File: config.mk
export PLATFORM = sky130hd
export DESIGN_NAME = pp_seq_reducer
export DESIGN_NICKNAME = d
export VERILOG_FILES = /design/src/rtl/pp_reduce_pkg.sv /design/src/rtl/pp_seq_reducer_csa.sv /design/src/rtl/pp_seq_reducer.sv
export SDC_FILE = /design/constraint.sdc
export NUM_CORES = 1
export LEC_CHECK = 0
export ABC_CLOCK_PERIOD_IN_PS = 4400
export CAP_MARGIN = 20
export CELL_PAD_IN_SITES_DETAIL_PLACEMENT = 0
export CELL_PAD_IN_SITES_GLOBAL_PLACEMENT = 2
export CORE_MARGIN = 2
export CORE_UTILIZATION = 31
export CTS_BUF_LIST = sky130_fd_sc_hd__clkbuf_4 sky130_fd_sc_hd__clkbuf_8
export CTS_CLUSTER_SIZE = 14
export DETAILED_ROUTE_END_ITERATION = 6
export GPL_ROUTABILITY_DRIVEN = 0
export PLACE_DENSITY_LB_ADDON = 0.1
export SLEW_MARGIN = 10
export SYNTH_ARGS = -nofsm -noshare
export SYNTH_HDL_FRONTEND = slang
export SYNTH_SLANG_ARGS = --single-unit
File: constraint.sdc
create_clock -name clk_i -period 4.4 [get_ports clk_i]
set_input_delay 1.32 -clock clk_i [delete_from_list [all_inputs] [get_ports clk_i]]
set_output_delay 1.32 -clock clk_i [all_outputs]
set_load 0.1 [all_outputs]
File: src/rtl/pp_reduce_pkg.sv
// pp_reduce_pkg: shared state type and sizing helpers
// for the sequential Booth partial-product reducer.
package pp_reduce_pkg;

  typedef enum logic [1:0] {
    IDLE,
    ACC,
    RESOLVE,
    OUT
  } state_e;

  function automatic int nstep(input int count);
    return (count + 1) / 2;
  endfunction

  function automatic int step_w(input int n);
    return (n > 0) ? $clog2(n + 1) : 1;
  endfunction

endpackage

File: src/rtl/pp_seq_reducer_csa.sv
// csa_4to2: two cascaded 3:2 carry-save rows; both carry
// vectors are shifted left one place and truncated to WIDTH.
module csa_4to2 #(
  parameter int WIDTH = 32
) (
  input  logic [WIDTH-1:0] a_i,
  input  logic [WIDTH-1:0] b_i,
  input  logic [WIDTH-1:0] c_i,
  input  logic [WIDTH-1:0] d_i,
  output logic [WIDTH-1:0] sum_o,
  output logic [WIDTH-1:0] carry_o
);

  logic [WIDTH-1:0] s1;
  logic [WIDTH-1:0] m1;
  logic [WIDTH-1:0] c1;
  logic [WIDTH-1:0] m2;

  always_comb begin
    s1      = a_i ^ b_i ^ c_i;
    m1      = (a_i & b_i) | (a_i & c_i) | (b_i & c_i);
    c1      = m1 << 1;
    sum_o   = s1 ^ c1 ^ d_i;
    m2      = (s1 & c1) | (s1 & d_i) | (c1 & d_i);
    carry_o = m2 << 1;
  end

endmodule

File: src/rtl/pp_seq_reducer.sv
// pp_seq_reducer: folds one bundle of radix-4 Booth partial
// products through a single 4:2 compressor, two per cycle.
module pp_seq_reducer
  import pp_reduce_pkg::*;
#(
  parameter int WIDTH_A = 16,
  parameter int WIDTH_B = 16,
  parameter int COUNT   = (WIDTH_B + 2) / 2,
  parameter int WIDTH_O = WIDTH_A + WIDTH_B,
  parameter int NSTEP   = nstep(COUNT)
) (
  input  logic                            clk_i,
  input  logic                            rst_ni,
  input  logic                            in_valid_i,
  output logic                            in_ready_o,
  input  logic [COUNT-1:0][WIDTH_O-1:0]   partial_prods_i,
  output logic                            out_valid_o,
  input  logic                            out_ready_i,
  output logic [WIDTH_O-1:0]              product_o
);

  localparam int SW = step_w(NSTEP);

  state_e                       state_q, state_d;
  logic [SW-1:0]                step_q, step_d;
  logic [COUNT-1:0][WIDTH_O-1:0] pp_q, pp_d;
  logic [WIDTH_O-1:0]           sum_q, sum_d;
  logic [WIDTH_O-1:0]           carry_q, carry_d;
  logic [WIDTH_O-1:0]           product_q, product_d;
  logic                         in_ready_q, in_ready_d;
  logic                         out_valid_q, out_valid_d;

  logic [WIDTH_O-1:0] op0, op1;
  logic [WIDTH_O-1:0] csa_sum, csa_carry;

  // Slots past COUNT read as zero when COUNT is odd.
  always_comb begin
    op0 = '0;
    op1 = '0;
    for (int i = 0; i < COUNT; i++) begin
      if (i == 2 * int'(step_q))     op0 = pp_q[i];
      if (i == 2 * int'(step_q) + 1) op1 = pp_q[i];
    end
  end

  csa_4to2 #(
    .WIDTH (WIDTH_O)
  ) u_csa (
    .a_i     (sum_q),
    .b_i     (carry_q),
    .c_i     (op0),
    .d_i     (op1),
    .sum_o   (csa_sum),
    .carry_o (csa_carry)
  );

  always_comb begin
    state_d   = state_q;
    step_d    = step_q;
    pp_d      = pp_q;
    sum_d     = sum_q;
    carry_d   = carry_q;
    product_d = product_q;
    unique case (state_q)
      IDLE: begin
        if (in_valid_i) begin
          pp_d    = partial_prods_i;
          sum_d   = '0;
          carry_d = '0;
          step_d  = '0;
          state_d = ACC;
        end
      end
      ACC: begin
        sum_d   = csa_sum;
        carry_d = csa_carry;
        step_d  = step_q + SW'(1);
        if (step_q == SW'(NSTEP - 1)) state_d = RESOLVE;
      end
      RESOLVE: begin
        product_d = sum_q + carry_q;
        state_d   = OUT;
      end
      OUT: begin
        if (out_ready_i) state_d = IDLE;
      end
      default: state_d = IDLE;
    endcase
    in_ready_d  = (state_d == IDLE);
    out_valid_d = (state_d == OUT);
  end

  always_ff @(posedge clk_i) begin
    if (!rst_ni) begin
      state_q     <= IDLE;
      step_q      <= '0;
      pp_q        <= '0;
      sum_q       <= '0;
      carry_q     <= '0;
      product_q   <= '0;
      in_ready_q  <= 1'b1;
      out_valid_q <= 1'b0;
    end else begin
      state_q     <= state_d;
      step_q      <= step_d;
      pp_q        <= pp_d;
      sum_q       <= sum_d;
      carry_q     <= carry_d;
      product_q   <= product_d;
      in_ready_q  <= in_ready_d;
      out_valid_q <= out_valid_d;
    end
  end

  assign in_ready_o  = in_ready_q;
  assign out_valid_o = out_valid_q;
  assign product_o   = product_q;

endmodule
==> results.cfg, run 1 <==
[sta]
min_period_ps = 4211
setup_viol = 0
final_hold_viol_count = 0
worstMarginPinSlew_ps = 985.3
rsz0062_at_grt = no
maxSlewViolCount = 0
finClkSkew_ps = 20.47
maxSlewHeadroom_pct = 34.11
hold_slack_ps = 444.2
fin_crit_sh_pct = 95.70
fmax_mhz = 237.5
fin_setup_tns_ps = 0

[clocking]
ctsRootBufferMaster = clkbuf_8
cts_tree = yes
cts.clk_slew.worst_paths_ps = 60
insertion_delay_ps = 650
cts_max_level = 3
clockBufferDepth = 3
cts.sinks = 390
cts-buffers-inserted = 71

[synthesis]
ys.flop_type = dfxtp_1
synth_area_per_cell_um2 = 7.700
synthDistinctLibCells = 69
synth_nets = 2788
synth_cells = 2398
synth.cell_area_um2 = 18470
yosysSeqAreaShare_pct = 42.28
ys_warn_count = 0
synth_seq_cells = 390
async_reset_ff_share_pct = 0
synth_edf_count = 0

[finish]
instances_no_fill = 3490
syn_to_final_growth_pct = 30.02
postLayoutCellArea_um2 = 24010
drive_above_1_share_pct = 7.879
layout.nets = 3052

[place]
portBuffers = 325
hpwl_mm = 55.06
place_area_um2 = 22460
place_inst = 3362

[routing]
vias = 17703
vias_per_cell = 5.072
dr.pass1.iters = 5
post-route-drc-count = 0
wl_per_cell_um = 21.18
drtIter0Drc = 1311
ant_nets = 0
drt-total-wl_mm = 73.93

[global_routing]
grt_pass1_wl_mm = 108.4
grt_use_total_pct = 23.66
grt_overflow_total = 0
grt_max_degree = 140
antenna_found_initial = 3
grt_pass1_vias = 17199

[floorplan]
die_y_um = 248.1
rows = 89
ios = 326
start_util_pct = 31.35
coreArea_um2 = 58910
die_x_um = 248.1
dieArea_um2 = 61530

[critical_path]
worstPathCellList = inv_1 > ha_1 > nor2b_4 > buf_4 > a221oi_1 > o311ai_0 > o21ai_0 > fa_1 > fa_1 > nor2_1 > a21oi_1 > nor2_1
endpoint_kind = flop
required_ps = 4910
critPathMaxFanout = 32
startpoint_type = flop
crit_type = reg2reg
crit_path_max_incr_delay_ps = 600
crit_buf_inv = 2
arrival_ps = 4720
slowest_stage = o311ai_0
cpLargestDelayFamily = adder cells

[power]
ir_drop_v = 0.0002053
leakagePower_uw = 0.008673
power_density_nw_per_um2 = 369.5

[min_path]
min_path_type = reg2reg

[flow_run]
drv_cap = 0

[outcome]
status = finished clean
[worst paths after layout]
check / startpoint / end / slack [ps] / cells past startpoint
worst max register to register: step_q[1] / sum_q[12] / 190 / 12
worst min-delay path: product_o[17] / product_o[17] / 440 / 2
worst max-delay path: step_q[1] / sum_q[12] / 190 / 12
worst min register to register: product_o[17] / product_o[17] / 440 / 2
[report_power, final]
group,switching (uW),internal [uW]
logic,732,544
registers,144,3710
clock network,1620,2130
[worst reg2reg max path: cells and delay by family (launching register included)]
| kind | cells | cell delay [ps] |
|---|---|---|
| adders and majority gates | 3 | 1370 |
| and+or+nand+nor | 3 | 470 |
| buffers and inverters | 2 | 540 |
| AOI/OAI and AO/OA | 4 | 1360 |
| DFF | 1 | 340 |
[registers in the layout, summed over array words and instances, names as in the netlist]
register / flops
pp_q: 288
product_o: 32
sum_q: 32
step_q: 3
out_valid_o: 1
state_q: 2
carry_q: 31
in_ready_o: 1
[per-stage QoR]
step	power (uW)	util, %	worst slack [ps]
global placement	5198	38.12	260.9
global route	9271	40.76	23.77
floorplan	4533	-	1356
finish	8872	40.76	189.0
detailed placement	5207	38.12	161.3
CTS	8961	40.75	142.9
[cells by family after synthesis]
logic type,synth area share [%]
DFF,42.28
muxes,0.1626
adders and majority gates,9.120
buffers and inverters,5.400
xor gates and xnor gates,0.8538
and+or+nand+nor,21.60
AOI/OAI and AO/OA,20.59
[layer usage]
metal	global-route usage (%)	routed length (um)	vias up
met3	4.956	4655	96
met2	34.66	31840	543
met1	34.72	35650	8431
li1	-	-	8631
met5	0	13	-
met4	6.816	1770	2
[synth_stat cells, drive strengths merged (4+ instances only)]
| master | number | area (um^2) |
|---|---|---|
| buf | 47 | 227.7 |
| a221oi | 63 | 551.8 |
| dfxtp | 390 | 7807 |
| o21ai | 60 | 304.0 |
| ha | 37 | 462.9 |
| nor2 | 208 | 783.3 |
| nor3 | 48 | 255.3 |
| and3 | 12 | 80.08 |
| xor2 | 5 | 43.79 |
| and2 | 4 | 25.03 |
| fa | 61 | 1221 |
| a31oi | 7 | 58.81 |
| nor2b | 9 | 56.30 |
| o21a | 6 | 45.04 |
| xnor2 | 13 | 113.9 |
| or3 | 5 | 36.28 |
| a21o | 9 | 70.07 |
| o311ai | 30 | 262.8 |
| nand2 | 670 | 2520 |
| o31ai | 5 | 37.54 |
| a22oi | 5 | 37.54 |
| a21oi | 437 | 2206 |
| nand3 | 16 | 80.08 |
| clkbuf | 131 | 503.0 |
| nand4 | 8 | 50.05 |
| inv | 70 | 262.8 |
| a21boi | 5 | 41.28 |
[cell usage in the layout, fill, tap and decap left out, drive strengths merged, types with 2 or more instances in the layout]
| cell | n |
|---|---|
| o21bai | 3 |
| clkinv | 3 |
| mux2i | 3 |
| nand3b | 2 |
| o311ai | 30 |
| nor3 | 48 |
| ha | 37 |
| nand3 | 16 |
| a31o | 2 |
| a21boi | 5 |
| a22oi | 5 |
| clkinvlp | 3 |
| a31oi | 7 |
| xnor2 | 13 |
| clkdlybuf4s50 | 316 |
| and3 | 12 |
| clkbuf | 119 |
| o211ai | 3 |
| nand2b | 2 |
| o21a | 6 |
| fa | 61 |
| xor2 | 5 |
| nand2 | 670 |
| a221o | 3 |
| or3 | 5 |
| dfxtp | 390 |
| or2 | 3 |
| a221oi | 63 |
| buf | 53 |
| nand4 | 8 |
| and2 | 4 |
| inv | 73 |
| o21ai | 60 |
| o31ai | 5 |
| nor2b | 9 |
| nand4b | 3 |
| a21o | 9 |
| a21oi | 437 |
| nor2 | 208 |
[repair_timing]
item                       in CTS  in global routing
gates resized for setup         0                  4
setup endpoints to repair       0                  7
setup buffers                   0                  0
hold buffers                    0                  0
[final cells by class]
cell class / instances / area, um^2
diodes: 1 / 2.502
clock buffers: 119 / 1481
clock inverters: 8 / 68.82
fillers: 6108 / 34900
inverters: 71 / 274.0
multi-input cells: 1759 / 9721
flip-flops and latches: 390 / 7807
well taps: 773 / 967.2
repair buffers: 369 / 3686
Power figures use the tool's default switching activity.
==> run 2, diff against run 1 <==
--- a/config.mk
+++ b/config.mk
@@ -10,13 +10,16 @@
 export CELL_PAD_IN_SITES_DETAIL_PLACEMENT = 0
 export CELL_PAD_IN_SITES_GLOBAL_PLACEMENT = 2
 export CORE_MARGIN = 2
-export CORE_UTILIZATION = 31
+export CORE_UTILIZATION = 32
 export CTS_BUF_LIST = sky130_fd_sc_hd__clkbuf_4 sky130_fd_sc_hd__clkbuf_8
+export CTS_CLUSTER_DIAMETER = 100
 export CTS_CLUSTER_SIZE = 14
 export DETAILED_ROUTE_END_ITERATION = 6
 export GPL_ROUTABILITY_DRIVEN = 0
 export PLACE_DENSITY_LB_ADDON = 0.1
+export REMOVE_ABC_BUFFERS = 1
 export SLEW_MARGIN = 10
 export SYNTH_ARGS = -nofsm -noshare
 export SYNTH_HDL_FRONTEND = slang
+export SYNTH_HIERARCHICAL = 1
 export SYNTH_SLANG_ARGS = --single-unit
==> results.cfg, run 2 <==
[clocking]
cts_tree = yes
postCtsSetupRepairBufs = 0
cts-buffers-inserted = 31
cts.clk_slew.worst_paths_ps = 90
ctsRootBufferMaster = clkbuf_8
insertion_delay_ps = 660
postCtsHoldBufs = 0
cts_max_level = 1
clockBufferDepth = 3
cts.sinks = 391
post_cts_resized = 0

[flow_run]
drv_cap = 0

[sta]
rsz0062_at_grt = no
worstMarginPinSlew_ps = 1132
finClkSkew_ps = 14.00
fmax_mhz = 280.2
maxSlewHeadroom_pct = 24.31
maxSlewViolCount = 0
min_period_ps = 3568
setup_viol = 0
fin_crit_sh_pct = 81.10
final_hold_viol_count = 0

[finish]
final_common_cell = nand2_1
fin_util_pct = 40.32
largest_reg_flops = 288
final_cell_mix = 699 x nand2_1, 391 x dfxtp_1, 367 x a21oi_1, 321 x clkdlybuf4s50_1, 118 x nor2_1
syn_to_final_growth_pct = 24.56
postLayoutCellArea_um2 = 22780
top_register = pp_q
layout.nets = 2921
drive_above_1_share_pct = 4.033

[critical_path]
rr_endpoint = sum_q[19]
critPathMaxFanout = 2
r2r_cells = 12
rrSetupSlack_ps = 930
startpoint = product_o[10]
startpoint_type = flop
arrival_ps = 2250
cpLargestDelayFamily = buffers and inverters
worstPathCellList = clkdlybuf4s50_1
crit_path_max_incr_delay_ps = 1170
endpoint_kind = output pin
crit_type = reg2out
required_ps = 3080
crit_buf_inv = 1
timing.rr.start = step_q[0]
slowest_stage = clkdlybuf4s50_1

[global_routing]
met1_usage_pct = 27.47
met3_usage_pct = 2.576
grt_pass1_vias = 16486
grt_pass1_wl_mm = 92.78
grt_use_met2_pct = 31.90
antenna_found_initial = 1
top_usage_layer = met2
grt_use_total_pct = 19.45
grt_overflow_total = 0
grt_max_degree = 112

[routing]
vias_per_cell = 5.034
dr.pass1.iters = 5
drt-total-wl_mm = 58.69
vias = 16542
post-route-drc-count = 0
ant_nets = 0
wl_per_cell_um = 17.86
drtIter0Drc = 1093

[place]
place_area_um2 = 22320
portBuffers = 325
hpwl_mm = 41.53

[synthesis]
synth_seq_cells = 391
yosysSeqAreaShare_pct = 42.80
synth.cell_area_um2 = 18290
synth_cells = 2317
ys_warn_count = 6
ys.flop_type = dfxtp_1
async_reset_ff_share_pct = 0
synthDistinctLibCells = 64
synth_top_area_share_pct = 42.80
synthTopCellsByCount = 701 x nand2_1, 391 x dfxtp_1, 367 x a21oi_1
synth_area_per_cell_um2 = 7.893
synth_edf_count = 0
yosysMostFrequentCell = nand2_1
synth_largest_area_cell = dfxtp_1
yosys-top-cells-area = dfxtp_1 43%, nand2_1 14%, a21oi_1 10%

[floorplan]
dieArea_um2 = 59080
start_util_pct = 32.37
coreArea_um2 = 56500
ios = 326
die_x_um = 243.1
die_y_um = 243.1
rows = 87

[min_path]
min_path_type = reg2reg
hold_start = pp_q[177]
hold_path_end = pp_q[177]
hold_path_depth = 2

[power]
ir_drop_v = 0.0002101
leakagePower_uw = 0.008531
power_density_nw_per_um2 = 300.5

[outcome]
status = finished clean
run 2: changes by cell type in the layout (fill, tap and decap cells not counted), moves of 30 or more:
| cell | delta |
|---|---|
| clkbuf_8 | -63 |
| nand2_1 | +33 |
| a221oi_1 | -30 |
| a22oi_1 | +62 |
| o21ai_0 | +56 |
| inv_1 | -59 |
| nor2_1 | -89 |
| a21oi_1 | -65 |
run 2: tightest hold or removal path, cell delays in order, from the launching register on:
cell and delay (ps):
dfxtp_1 320, nand2_1 50, a21oi_1 50
run 2: kinds of logic (layout without fill, tap and decap cells):
group,Yosys count,in the layout,synth area share (%)
muxes,3,3,0.1710
DFF,391,391,42.80
AOI/OAI and AO/OA,685,685,22.45
adders and majority gates,99,99,9.318
buffers and inverters,200,412,4.159
and+or+nand+nor,918,918,20.05
xor gates and xnor gates,20,20,1.033
other,1,2,0.02050
run 2: per-layer routing:
| layer | vias to the layer above | share of wire [%] | wire (um) |
|---|---|---|---|
| met1 | 7816 | 48 | 28180 |
| li1 | 8315 | - | - |
| met4 | 0 | 1.8 | 1036 |
| met5 | - | 0 | 0 |
| met2 | 356 | 46 | 26990 |
| met3 | 55 | 4.2 | 2482 |
run 2: through the flow:
stage | hold WS [ps] | setup WS [ps] | total power [uW] | TNS [ps] | cells
floorplan | 433.2 | -3331 | 4577 | -996240 | 2129
global placement | 438.2 | 1027 | 5092 | 0 | 3252
detailed placement | 445.2 | 953.8 | 5115 | 0 | 3252
CTS | 458.9 | 745.7 | 6972 | 0 | 3284
global route | 471.1 | 699.7 | 7251 | 0 | 3286
finish | 456.3 | 831.5 | 6846 | 0 | 3286
run 2: area by class of cell:
cell class	instances	area (um^2)
Timing Repair Buffer	368	3736
Fill cell	5787	33710
Antenna cell	1	2.502
Tap cell	756	945.9
Inverter	12	52.55
Clock buffer	32	434.2
Multi-Input combinational cell	1726	9782
Sequential cell	391	7828
run 2: how the worst max path moves through the flow:
| stage | to | slack [ps] | cells past startpoint |
|---|---|---|---|
| floorplan | product_o[29] | -3330 | 4 |
| global placement | sum_q[14] | 1030 | 12 |
| detailed placement | sum_q[15] | 950 | 12 |
| CTS | product_o[10] | 750 | 1 |
| global route | sum_q[3] | 700 | 11 |
| finish | product_o[10] | 830 | 1 |
run 2: where the power goes:
group          internal [uW]  switching [uW]  total (uW)  leakage (uW)
clock network            636            1190        1820      0.000227
registers               3710             113        3830       0.00320
logic                    555             642        1200       0.00511
==> run 3, diff against run 2 <==
--- a/config.mk
+++ b/config.mk
@@ -5,12 +5,12 @@
 export SDC_FILE = /design/constraint.sdc
 export NUM_CORES = 1
 export LEC_CHECK = 0
-export ABC_CLOCK_PERIOD_IN_PS = 4400
+export ABC_CLOCK_PERIOD_IN_PS = 2900
 export CAP_MARGIN = 20
 export CELL_PAD_IN_SITES_DETAIL_PLACEMENT = 0
 export CELL_PAD_IN_SITES_GLOBAL_PLACEMENT = 2
 export CORE_MARGIN = 2
-export CORE_UTILIZATION = 32
+export CORE_UTILIZATION = 29
 export CTS_BUF_LIST = sky130_fd_sc_hd__clkbuf_4 sky130_fd_sc_hd__clkbuf_8
 export CTS_CLUSTER_DIAMETER = 100
 export CTS_CLUSTER_SIZE = 14
==> constraint.sdc (replaced) <==
create_clock -name clk_i -period 2.9 [get_ports clk_i]
set_input_delay 0.87 -clock clk_i [delete_from_list [all_inputs] [get_ports clk_i]]
set_output_delay 0.87 -clock clk_i [all_outputs]
set_load 0.1 [all_outputs]
==> results.cfg, run 3 (same netlist as run 2, synthesis figures left out) <==
[routing]
vias = 17216
drtIter0Drc = 886
drt-total-wl_mm = 65.35
ant_nets = 0
vias_per_cell = 4.916
post-route-drc-count = 0
wl_per_cell_um = 18.66
dr.pass1.iters = 5

[sta]
fin_crit_sh_pct = 105.0
fmax_mhz = 328.3
rsz0062_at_grt = yes
hold_slack_ps = 456.1
worstMarginPinSlew_ps = 657.2
final_hold_viol_count = 0
min_period_ps = 3046
fin_setup_tns_ps = -2245
maxSlewViolCount = 0
finClkSkew_ps = 27.70
maxSlewHeadroom_pct = 56.19
setup_slack_ps = -145.7
setup_viol = 32

[global_routing]
grt_overflow_total = 0
grt_use_met2_pct = 32.48
antenna_found_initial = 2
met3_usage_pct = 2.156
top_usage_layer = met2
grt_pass1_vias = 17045
met1_usage_pct = 27.17
grt_use_total_pct = 19.55
grt_pass1_wl_mm = 98.53
grt_max_degree = 83

[power]
p_sw_share_pct = 28.99
leakagePower_uw = 0.009535
seq_power_share_pct = 51.4
p_comb_share_pct = 20.2
p_clk_share_pct = 28.4
power.internal_uw = 8047
switchingPower_uw = 3286
power_density_nw_per_um2 = 451.7
ir_drop_v = 0.0002237

[clocking]
cts.clk_slew.worst_paths_ps = 100
cts.sinks = 391
cts-buffers-inserted = 34
postCtsHoldBufs = 0
cts_max_level = 2
clockBufferDepth = 3
cts_tree = yes
insertion_delay_ps = 620
ctsRootBufferMaster = clkbuf_8

[critical_path]
startpoint = step_q[0]
r2r_cells = 14
rr_endpoint = sum_q[5]
rrSetupSlack_ps = -150
crit_type = reg2reg
required_ps = 3400
startpoint_type = flop
timing.rr.start = step_q[0]
endpoint_kind = flop
endpoint = sum_q[5]
critPathMaxFanout = 5
arrival_ps = 3540

[finish]
fin_util_pct = 39.99
drive_above_1_share_pct = 14.92
largest_reg_flops = 288
final_cell_mix = 699 x nand2_1, 388 x dfxtp_1, 359 x a21oi_1, 291 x clkdlybuf4s50_1, 140 x buf_4
top_register = pp_q
layout.nets = 3040
syn_to_final_growth_pct = 37.19
final_common_cell = nand2_1
n_fill_cell = 6306
postLayoutCellArea_um2 = 25090

[floorplan]
start_util_pct = 29.15
ios = 326
dieArea_um2 = 65090
die_y_um = 255.1
coreArea_um2 = 62740
rows = 92
die_x_um = 255.1

[min_path]
min_path_type = reg2reg
hold_start = pp_q[204]

[place]
hpwl_mm = 44.18
place_area_um2 = 23130
portBuffers = 325
preCtsSetupSlack_ps = -291.7

[outcome]
violations = negative setup slack
status = complete, but fails checks

[flow_run]
drv_cap = 0
run 3: critical path: stages (launching register included):
cell      delay (ps)
dfxtp_4          390
inv_4             50
ha_4             150
nor3b_4          150
buf_6            140
buf_8            130
buf_16           150
a221oi_2         270
nor3_2            70
a21oi_1          150
o21ai_2           80
fa_2             560
fa_2             440
a22oi_2          120
nor2_1            50
run 3: metrics by stage:
stage	instances	total power (uW)
floorplan	2129	6944
global placement	3426	7856
detailed placement	3426	7882
CTS	3495	11400
global route	3502	11950
finish	3502	11330
run 3: layout make-up:
cell class	count	area (um^2)	area share, %
well taps	846	1059	4.219
diodes	1	2.502	0.009974
inverters	12	57.56	0.2294
clock buffers	39	530.5	2.114
repair buffers	484	5007	19.96
flip-flops and latches	391	7834	31.22
multi-input cells	1726	10560	42.08
clock inverters	3	42.54	0.1696
run 3: power by group through the flow:
stage / clock network [uW] / registers, uW / logic, uW
CTS: 3390 / 5820 / 2190
global placement: 0 / 5930 / 1930
detailed placement: 0 / 5930 / 1950
floorplan: 0 / 5890 / 1060
finish: 3220 / 5830 / 2290
global route: 3570 / 5860 / 2520
run 3: worst min path at each step:
stage | end | depth (start not counted)
floorplan | pp_q[160] | 2
global placement | pp_q[189] | 2
detailed placement | product_o[13] | 2
CTS | pp_q[168] | 2
global route | pp_q[36] | 2
finish | pp_q[204] | 2
run 3: timing repair:
action | 4_1_cts | 5_1_grt
gates cloned | 7 | 4
gates resized for setup | 120 | 104
pin swaps | 74 | 103
buffers inserted | 27 | 7
setup endpoints to repair | 63 | 64
run 3: routing by layer:
metal,wire length (um),vias to the layer above
met5,0,-
met3,2597,68
met2,30810,343
li1,-,8597
met1,30640,8208
met4,1296,0
